[config.mk]
export PLATFORM = sky130hd
export DESIGN_NAME = bcd_key_entry_ctrl
export DESIGN_NICKNAME = d
export VERILOG_FILES = /design/src/rtl/bcd_key_entry_ctrl_pkg.sv /design/src/rtl/bcd_key_entry_ctrl_enc.sv /design/src/rtl/bcd_key_entry_ctrl.sv
export SDC_FILE = /design/constraint.sdc
export NUM_CORES = 1
export LEC_CHECK = 0
export CORE_MARGIN = 8
export CORE_UTILIZATION = 61
export CTS_CLUSTER_DIAMETER = 30
export DETAILED_ROUTE_END_ITERATION = 12
export GPL_TIMING_DRIVEN = 0
export PLACE_DENSITY = 0.86
export SYNTH_ARGS = -nofsm -noshare
export SYNTH_HDL_FRONTEND = slang
export SYNTH_SLANG_ARGS = --single-unit
[constraint.sdc]
create_clock -name CLK -period 16.95 [get_ports CLK]
set_input_delay 4.2375 -clock CLK [delete_from_list [all_inputs] [get_ports CLK]]
set_output_delay 4.2375 -clock CLK [all_outputs]
set_load 0.05 [all_outputs]
[src/rtl/bcd_key_entry_ctrl_pkg.sv]
// Shared definitions for the keypad-to-BCD entry controller.
package bcd_key_entry_ctrl_pkg;

    typedef enum logic [1:0] {
        IDLE         = 2'd0,
        DEBOUNCE     = 2'd1,
        CAPTURE      = 2'd2,
        WAIT_RELEASE = 2'd3
    } state_t;

    localparam int BCD_W = 4;
    localparam int NKEYS = 10;

endpackage

[src/rtl/bcd_key_entry_ctrl_enc.sv]
// Ten-line one-hot to BCD encoder; o_single flags exactly one active key.
module bcd_onehot_enc
    import bcd_key_entry_ctrl_pkg::*;
(
    input  logic [NKEYS-1:0] i_key,
    output logic [BCD_W-1:0] o_code,
    output logic             o_single
);

    logic [BCD_W-1:0] w_code;
    logic [3:0]       w_ones;

    // OR of active indices equals the index itself for any one-hot input.
    always_comb begin
        w_code = '0;
        w_ones = '0;
        for (int i = 0; i < NKEYS; i++) begin
            if (i_key[i]) begin
                w_code = w_code | BCD_W'(i);
                w_ones = w_ones + 4'd1;
            end
        end
    end

    assign o_code   = w_code;
    assign o_single = (w_ones == 4'd1);

endmodule

[src/rtl/bcd_key_entry_ctrl.sv]
// Debounces ten decimal key lines and shifts each accepted digit into a
// multi-digit BCD entry register, with overflow and multi-key reporting.
module bcd_key_entry_ctrl
    import bcd_key_entry_ctrl_pkg::*;
#(
    parameter  int DEBOUNCE_CYCLES = 4,
    parameter  int NDIGITS         = 4,
    localparam int CNT_W           = $clog2(NDIGITS + 1)
) (
    input  logic                     CLK,
    input  logic                     RST,
    input  logic [NKEYS-1:0]         KEY,
    input  logic                     CLR,
    output logic [BCD_W-1:0]         DIGIT,
    output logic                     DIGIT_VALID,
    output logic [BCD_W*NDIGITS-1:0] DIGITS,
    output logic [CNT_W-1:0]         COUNT,
    output logic                     FULL,
    output logic                     DROP,
    output logic                     MULTI_ERR
);

    localparam int               DW       = BCD_W * NDIGITS;
    localparam logic [7:0]       DC8      = 8'(DEBOUNCE_CYCLES);
    localparam logic [CNT_W-1:0] FULL_CNT = CNT_W'(NDIGITS);

    state_t            r_state;
    logic [NKEYS-1:0]  r_sample;
    logic [7:0]        r_cnt;
    logic [BCD_W-1:0]  r_digit;
    logic              r_digit_valid;
    logic [DW-1:0]     r_digits;
    logic [CNT_W-1:0]  r_count;
    logic              r_full;
    logic              r_drop;
    logic              r_multi_err;

    logic              w_key_nz;
    logic [7:0]        w_cnt_inc;
    logic [NKEYS-1:0]  w_sample_nxt;
    logic              w_go_capture;
    logic [BCD_W-1:0]  w_code;
    logic              w_single;
    logic [DW-1:0]     w_digits_shifted;
    logic [CNT_W-1:0]  w_count_inc;

    assign w_key_nz    = |KEY;
    assign w_cnt_inc   = r_cnt + 8'd1;
    assign w_count_inc = r_count + CNT_W'(1);

    // The encoder looks at the pattern being latched this edge, so the strobe
    // lands in the same cycle the FSM sits in CAPTURE.
    assign w_sample_nxt = ((r_state == IDLE || r_state == DEBOUNCE) && w_key_nz)
                          ? KEY : r_sample;

    assign w_go_capture =
        ((r_state == IDLE) && w_key_nz && (DEBOUNCE_CYCLES == 1)) ||
        ((r_state == DEBOUNCE) && w_key_nz && (KEY == r_sample) && (w_cnt_inc == DC8));

    assign w_digits_shifted = (r_digits << BCD_W) | DW'(w_code);

    bcd_onehot_enc u_enc (
        .i_key    (w_sample_nxt),
        .o_code   (w_code),
        .o_single (w_single)
    );

    always_ff @(posedge CLK) begin
        if (!RST) begin
            r_state       <= IDLE;
            r_sample      <= '0;
            r_cnt         <= '0;
            r_digit       <= '0;
            r_digit_valid <= 1'b0;
            r_digits      <= '0;
            r_count       <= '0;
            r_full        <= 1'b0;
            r_drop        <= 1'b0;
            r_multi_err   <= 1'b0;
        end else begin
            r_digit_valid <= 1'b0;
            r_drop        <= 1'b0;
            r_multi_err   <= 1'b0;
            r_sample      <= w_sample_nxt;

            case (r_state)
                IDLE: begin
                    if (w_key_nz) begin
                        r_cnt   <= 8'd1;
                        r_state <= (DEBOUNCE_CYCLES == 1) ? CAPTURE : DEBOUNCE;
                    end
                end
                DEBOUNCE: begin
                    if (!w_key_nz) begin
                        r_cnt   <= '0;
                        r_state <= IDLE;
                    end else if (KEY == r_sample) begin
                        r_cnt <= w_cnt_inc;
                        if (w_cnt_inc == DC8) begin
                            r_state <= CAPTURE;
                        end
                    end else begin
                        r_cnt <= 8'd1;
                    end
                end
                CAPTURE: begin
                    r_cnt   <= '0;
                    r_state <= WAIT_RELEASE;
                end
                WAIT_RELEASE: begin
                    if (w_key_nz) begin
                        r_cnt <= '0;
                    end else if (w_cnt_inc == DC8) begin
                        r_cnt   <= '0;
                        r_state <= IDLE;
                    end else begin
                        r_cnt <= w_cnt_inc;
                    end
                end
                default: begin
                    r_cnt   <= '0;
                    r_state <= IDLE;
                end
            endcase

            if (w_go_capture) begin
                if (!w_single) begin
                    r_multi_err <= 1'b1;
                end else if (!CLR) begin
                    if (r_full) begin
                        r_drop <= 1'b1;
                    end else begin
                        r_digits      <= w_digits_shifted;
                        r_count       <= w_count_inc;
                        r_full        <= (w_count_inc == FULL_CNT);
                        r_digit       <= w_code;
                        r_digit_valid <= 1'b1;
                    end
                end
            end

            // Clear overrides any shift decided in the same cycle.
            if (CLR) begin
                r_digits <= '0;
                r_count  <= '0;
                r_full   <= 1'b0;
            end
        end
    end

    assign DIGIT       = r_digit;
    assign DIGIT_VALID = r_digit_valid;
    assign DIGITS      = r_digits;
    assign COUNT       = r_count;
    assign FULL        = r_full;
    assign DROP        = r_drop;
    assign MULTI_ERR   = r_multi_err;

endmodule

After elaboration in Yosys (flattened, before gate mapping)
Index checks and enable logic that the tools add are counted.

operators by class
  bitwise gates (word level) = 6
  reductions and logical operators = 14
  muxes and demuxes = 37
  equal/unequal tests = 12
  $add $sub $neg = 11

operators with widths
  kind                                                 number
  2-to-1 mux 4 bit                                     11
  2-to-1 mux 8 bit                                     5
  adder 4 x 1 -> 4 bit, second input constant          9
  one-hot mux 8 bit (4 select lines)                   1
  2-to-1 mux 2 bit                                     8
  OR 16 x 4 -> 16 bit                                  1
  2-to-1 mux 3 bit                                     4
  equality test 10 bit                                 1
  2-to-1 mux 10 bit                                    1
  OR reduction 10 bit                                  1
  adder 8 x 1 -> 8 bit, second input constant          1
  equality test 8 x 3 -> 1 bit, second input constant  1
  one-hot mux 2 bit (4 select lines)                   1
  2-to-1 mux 1 bit                                     6
  != test 2 bit, second input constant                 3
  != test 3 x 2 -> 1 bit, second input constant        2
  NOT 1 bit                                            5
  AND reduction 5 bit                                  1
  equality test 2 bit, second input constant           2
  equality test 4 x 1 -> 1 bit, second input constant  1
  logical AND 1 bit                                    4
  AND reduction 2 bit                                  2
  AND reduction 4 bit                                  1
  OR reduction 4 bit                                   1
  7 further kinds                                      7

word-level totals
  flip-flop bits (word level) = 47
  output and inout port bits = 27
  logic and storage cells = 90

Logic depth before layout (Yosys ltp)
  depth after elaboration = 26
  depth in mapped cells = 34
  gate-level depth less buffers = 31

Modules after synthesis
Synthesis repeated with hierarchy kept, for this count alone.

unflattened totals
  cells, all modules = 318
  area, all modules = 2887.8 sq um

by module, submodules not included
  module              area an instance (sq um)  times used  cells an instance
  bcd_key_entry_ctrl  2167.1                    1           233
  bcd_onehot_enc      720.7                     1           85

Worst setup path after synthesis
Ideal clock, no wire load.

  path type = input port to flip-flop
  from = input KEY[4]
  to = register r_digits[10], in the netlist DIGITS[10]
  stages on the path = 31
  arrival = 10.331 ns
  buffers on the path = 2
  library setup time = 0.120 ns
  setup slack = 6.499 ns
  path through = nor4_2 > a31oi_1 > mux2i_1 > ha_1 > xnor2_2 > ha_1 > o21ai_0 > o21ai_0 > ha_1 > o21a_1 > ha_1 > and2_1 > a21oi_1 > inv_1 > ha_1 > and2_1 > o21bai_1 > ha_1 > mux2i_1 > o21ai_1 > ha_1 > mux2_2 > ha_1 > nand2_1 > mux2i_1 > a311oi_1 > and2_1 > nor3_2 > buf_6 > buf_12 > mux2i_1

on the way
  word-level cells in the longest chain between the ends = 24
  elaborated cells between the ends (all ways) = 28

ends and longest elaborated chain
  item                                    line                          source
  from (decl)                             bcd_key_entry_ctrl.sv:12      input logic [NKEYS-1:0] KEY,
  OR reduction 10 bit                     bcd_key_entry_ctrl.sv:47      assign w_key_nz = |KEY;
  logical AND 1 bit                       bcd_key_entry_ctrl.sv:53      assign w_sample_nxt = ((r_state == IDLE || r_state == DEBOUNCE) && w_key_nz)
  2-to-1 mux 10 bit                       bcd_key_entry_ctrl.sv:54      ? KEY : r_sample;
  2-to-1 mux 1 bit                        bcd_key_entry_ctrl_enc.sv:18  if (i_key[i]) begin
  adder 4 x 1 -> 4 bit                    bcd_key_entry_ctrl_enc.sv:20  w_ones = w_ones + 4'd1;
  2-to-1 mux 4 bit                        bcd_key_entry_ctrl_enc.sv:18
  adder 4 x 1 -> 4 bit                    bcd_key_entry_ctrl_enc.sv:20
  2-to-1 mux 4 bit                        bcd_key_entry_ctrl_enc.sv:18
  (+8 left out)                           -
  adder 4 x 1 -> 4 bit                    bcd_key_entry_ctrl_enc.sv:20
  2-to-1 mux 4 bit                        bcd_key_entry_ctrl_enc.sv:18
  adder 4 x 1 -> 4 bit                    bcd_key_entry_ctrl_enc.sv:20
  2-to-1 mux 4 bit                        bcd_key_entry_ctrl_enc.sv:18
  adder 4 x 1 -> 4 bit                    bcd_key_entry_ctrl_enc.sv:20
  2-to-1 mux 4 bit                        bcd_key_entry_ctrl_enc.sv:18
  equality test 4 x 1 -> 1 bit            bcd_key_entry_ctrl_enc.sv:26  assign o_single = (w_ones == 4'd1);
  AND reduction 3 bit (no source line) *  -
  to (signal assigned)                    bcd_key_entry_ctrl.sv:133     r_digits <= w_digits_shifted;
  to (decl)                               bcd_key_entry_ctrl.sv:32      logic [DW-1:0] r_digits;

Every way passes the cells marked *; elsewhere a longest branch is shown, timed or not.
A chain may end at the register's enable or synchronous reset.

Worst setup path in the final report
  from = input KEY[4]
  to = register r_digits[6], in the netlist DIGITS[6]

The elaborated chain is that of the path after synthesis.

==> impl_results.md <==
- Outcome: finished, final reports clean
- Total grt overflow: 0
- 1st-pass router iterations: 5
- H-tree Lvls: 2
- Largest net degree at the start of global routing: 16
- IO Port Bufs: 39
- Tmin final: 11,900 ps
- Crit path DAT: 12,110 ps
- Share of the synthesized area in the top cell type: 29.1%
- # IOs: 40
- Final Cell Area: 3850 um^2
- Clk root buf: clkbuf_8
- R2R setup slack: 9110 ps
- GRT Resource Usage Total: 22.1%
- DRC: 0
- Syn_area_per_cell: 8.83 um^2
- Worst R2R End: DIGITS[6]
- FF+latch count, synth: 47
- Final ANT Viol Nets: 0
- Synth-to-layout area growth: 19.0%
- Fmax: 84.1 MHz
- Slew headroom: 38.8%
- Final worst path period share: 70.2%
- Sequential share of the synthesized area: 29.1%
- Layout fillers: 380
- Nets: 436
- Hpwl dp: 6.15 mm
- Endpoints failing setup: 0
- Crit path top cell by count: ha_1
- Share of cells above drive strength 1: 10.2%
- Clock Path Buffers: 2
- Dpl cell area: 3710 um^2
- Setup crit start kind: primary input
- Post-Synthesis Net Count: 390
- Vias in the first global route: 2,930
- CP required: 17,170 ps
- Post-CTS setup buffers: 0
- Worst hold margin: 466 ps
- Async S/R FF share, synth: 0%
- CTS tree: yes
- Worst setup EP type: register
- Final wirelength: 8.38 mm
- Largest area contributor in the netlist: dfxtp_1
- Tightest Pin Transition: 893 ps
- Maxcap violations: 0
- Cts hold-fix bufs: 0
- Hold Startpoint: DIGIT[0]
- Final Hold Viols: 0
- GP Congestion: 0.887
- Syn Inst Count: 366
- EDFF count, synth: 0
- Cts bufs inserted: 5
- Min-Delay Endpoint: DIGIT[0]
- DR WL/cell: 17.3 um
- Pwr dens: 83.0 nW/um^2
- WS Path Type: in -> reg
- Min-Delay Path Class: reg -> reg
- Die Y: 88.8 um
- Via density: 6.08
- Clock sink count: 47
- CP max FO: 10
- Top cells by area, synth: dfxtp_1 29%, mux2i_1 10%, nand2_1 6.0%, ha_1 4.3%, nor2b_1 3.3%
- First-pass GRT wire length: 13.8 mm
- Core Box Area: 5110 um^2
- Peak supply drop: 0.0706 mV
- Initial Util: 63.3%
- Worst-path clk slew: 90 ps
- Post_cts resized: 0
- Initial antenna violation count: 0
- Ant diodes: 0
- Skew final: 7.98 ps
- Clock latency on the worst-skew pair: 300 ps
- Mapped cell area: 3230 um^2
- Slowest stage cell on the critical path: nor4_2
- First DRT Iteration DRCs: 183
- Final core utilization: 75.3%
- Unrepaired setup endpoints after global routing: false
- TNS Setup: 0 ps
- CP max stage delay: 630 ps
- Vias after detailed routing: 2,939
- Overall die width: 88.8 um
- Worst r2r path cells: 32
- Hold depth: 2
- Distinct cells, synth: 63
- Top_reg_cell synth: dfxtp_1
- Pleak: 1.41 nW
- # rows: 26
- Synth warn: 0
- Slew Viols, Final: 0
- Die area: 7880 um^2
==> metal layers <==
metal  GRT usage [%]  up-vias  wire [um]
met5               0        -          0
met4            7.22        0        180
met3            5.01       17        492
met2            36.8       94       4090
met1            27.1     1419       3620
li1                -     1409          -
==> state kept, by name, indices dropped and copies added (netlist names), named ones only <==
| register | flops |
|---|---|
| DIGITS | 16 |
| r_sample | 10 |
| r_cnt | 8 |
| DIGIT | 4 |
| COUNT | 3 |
| DIGIT_VALID | 1 |
| DROP | 1 |
| FULL | 1 |
| MULTI_ERR | 1 |
| r_state | 1 |
==> cell usage in the layout (no fill, tap or decap), types with 7 or more instances in the layout <==
master           netlist  layout
xnor2_1                9       9
and3_1                 9       9
clkbuf_1               9       9
a21oi_1               13      13
and2_1                 7       7
clkdlybuf4s50_1        0      39
ha_1                  11      11
nand2_1               52      52
a21boi_0              10      10
xor2_1                12      12
nand4_1                7       7
o21ai_0               12      12
nor2b_1               17      17
dfxtp_1               47      47
nor2_1                16      16
mux2i_1               33      33
nand3_1                8       8
==> critical path, delay by kind of cell <==
family,cells,cell delay (ps)
XOR/XNOR,1,260
AND/OR/NAND/NOR,6,1340
adder cells (fa/ha/maj),8,2360
buffers and inverters,4,920
multiplexers,5,990
AO/OA/AOI/OAI,8,1980
==> how the worst max path moves through the flow <==
| stage | startpoint | to | slack [ps] | cells after the start |
|---|---|---|---|---|
| 2_1_floorplan | KEY[4] | DIGITS[10] | 6500 | 31 |
| 3_3_place_gp | KEY[1] | DIGITS[11] | 5190 | 32 |
| 3_5_place_dp | KEY[1] | DIGITS[6] | 4970 | 32 |
| 4_1_cts | KEY[1] | DIGITS[6] | 5170 | 32 |
| 5_1_grt | KEY[1] | DIGITS[6] | 4690 | 34 |
| 6_report | KEY[4] | DIGITS[6] | 5050 | 32 |
==> final cells by class <==
cell class              instances  area (um^2)  share of cell area (%)
multi-input cells             301         2200                    57.2
well taps                      70         87.6                    2.28
repair buffers                 39          390                    10.1
flip-flops and latches         47          941                    24.5
clock buffers                   5         68.8                    1.79
inverters                       6         22.5                   0.586
clock inverters                 3         67.6                    1.76
plain buffers                  12         70.1                    1.82
==> cell families (layout without fill, tap and decap cells) <==
group	Yosys count	after routing	share of synthesized area (%)
buf+inv	18	65	2.86
xor+xnor	28	28	10.1
fa+ha+maj	11	11	4.26
mux	37	37	11.6
flops	47	47	29.1
simple gates	155	155	26.2
compound gates	70	70	15.8
==> per-stage QoR <==
| stage | cells | setup WS (ps) | total power, mW |
|---|---|---|---|
| after CTS | 483 | 5170 | 0.318 |
| after floorplan | 366 | 6500 | 0.198 |
| final | 483 | 5050 | 0.319 |
| after detailed placement | 475 | 4970 | 0.219 |
| after global routing | 483 | 4690 | 0.335 |
| after global placement | 475 | 5190 | 0.215 |
==> cell usage after synthesis, drive strengths merged (7+ instances only) <==
cell,count
dfxtp,47
and2,7
a21boi,11
nand3,9
ha,11
nor2b,17
xor2,13
nand2,52
clkbuf,9
o21ai,15
nor2,16
nand4,7
nor3,8
and3,9
xnor2,11
a21oi,14
mux2i,33
==> power breakdown <==
group / switching, mW / internal, mW
Sequential: 0.00205 / 0.112
Clock: 0.0387 / 0.0588
Combinational: 0.0611 / 0.0467
Total: 0.102 / 0.217
Note: power is estimated with default switching activity, not from simulation.
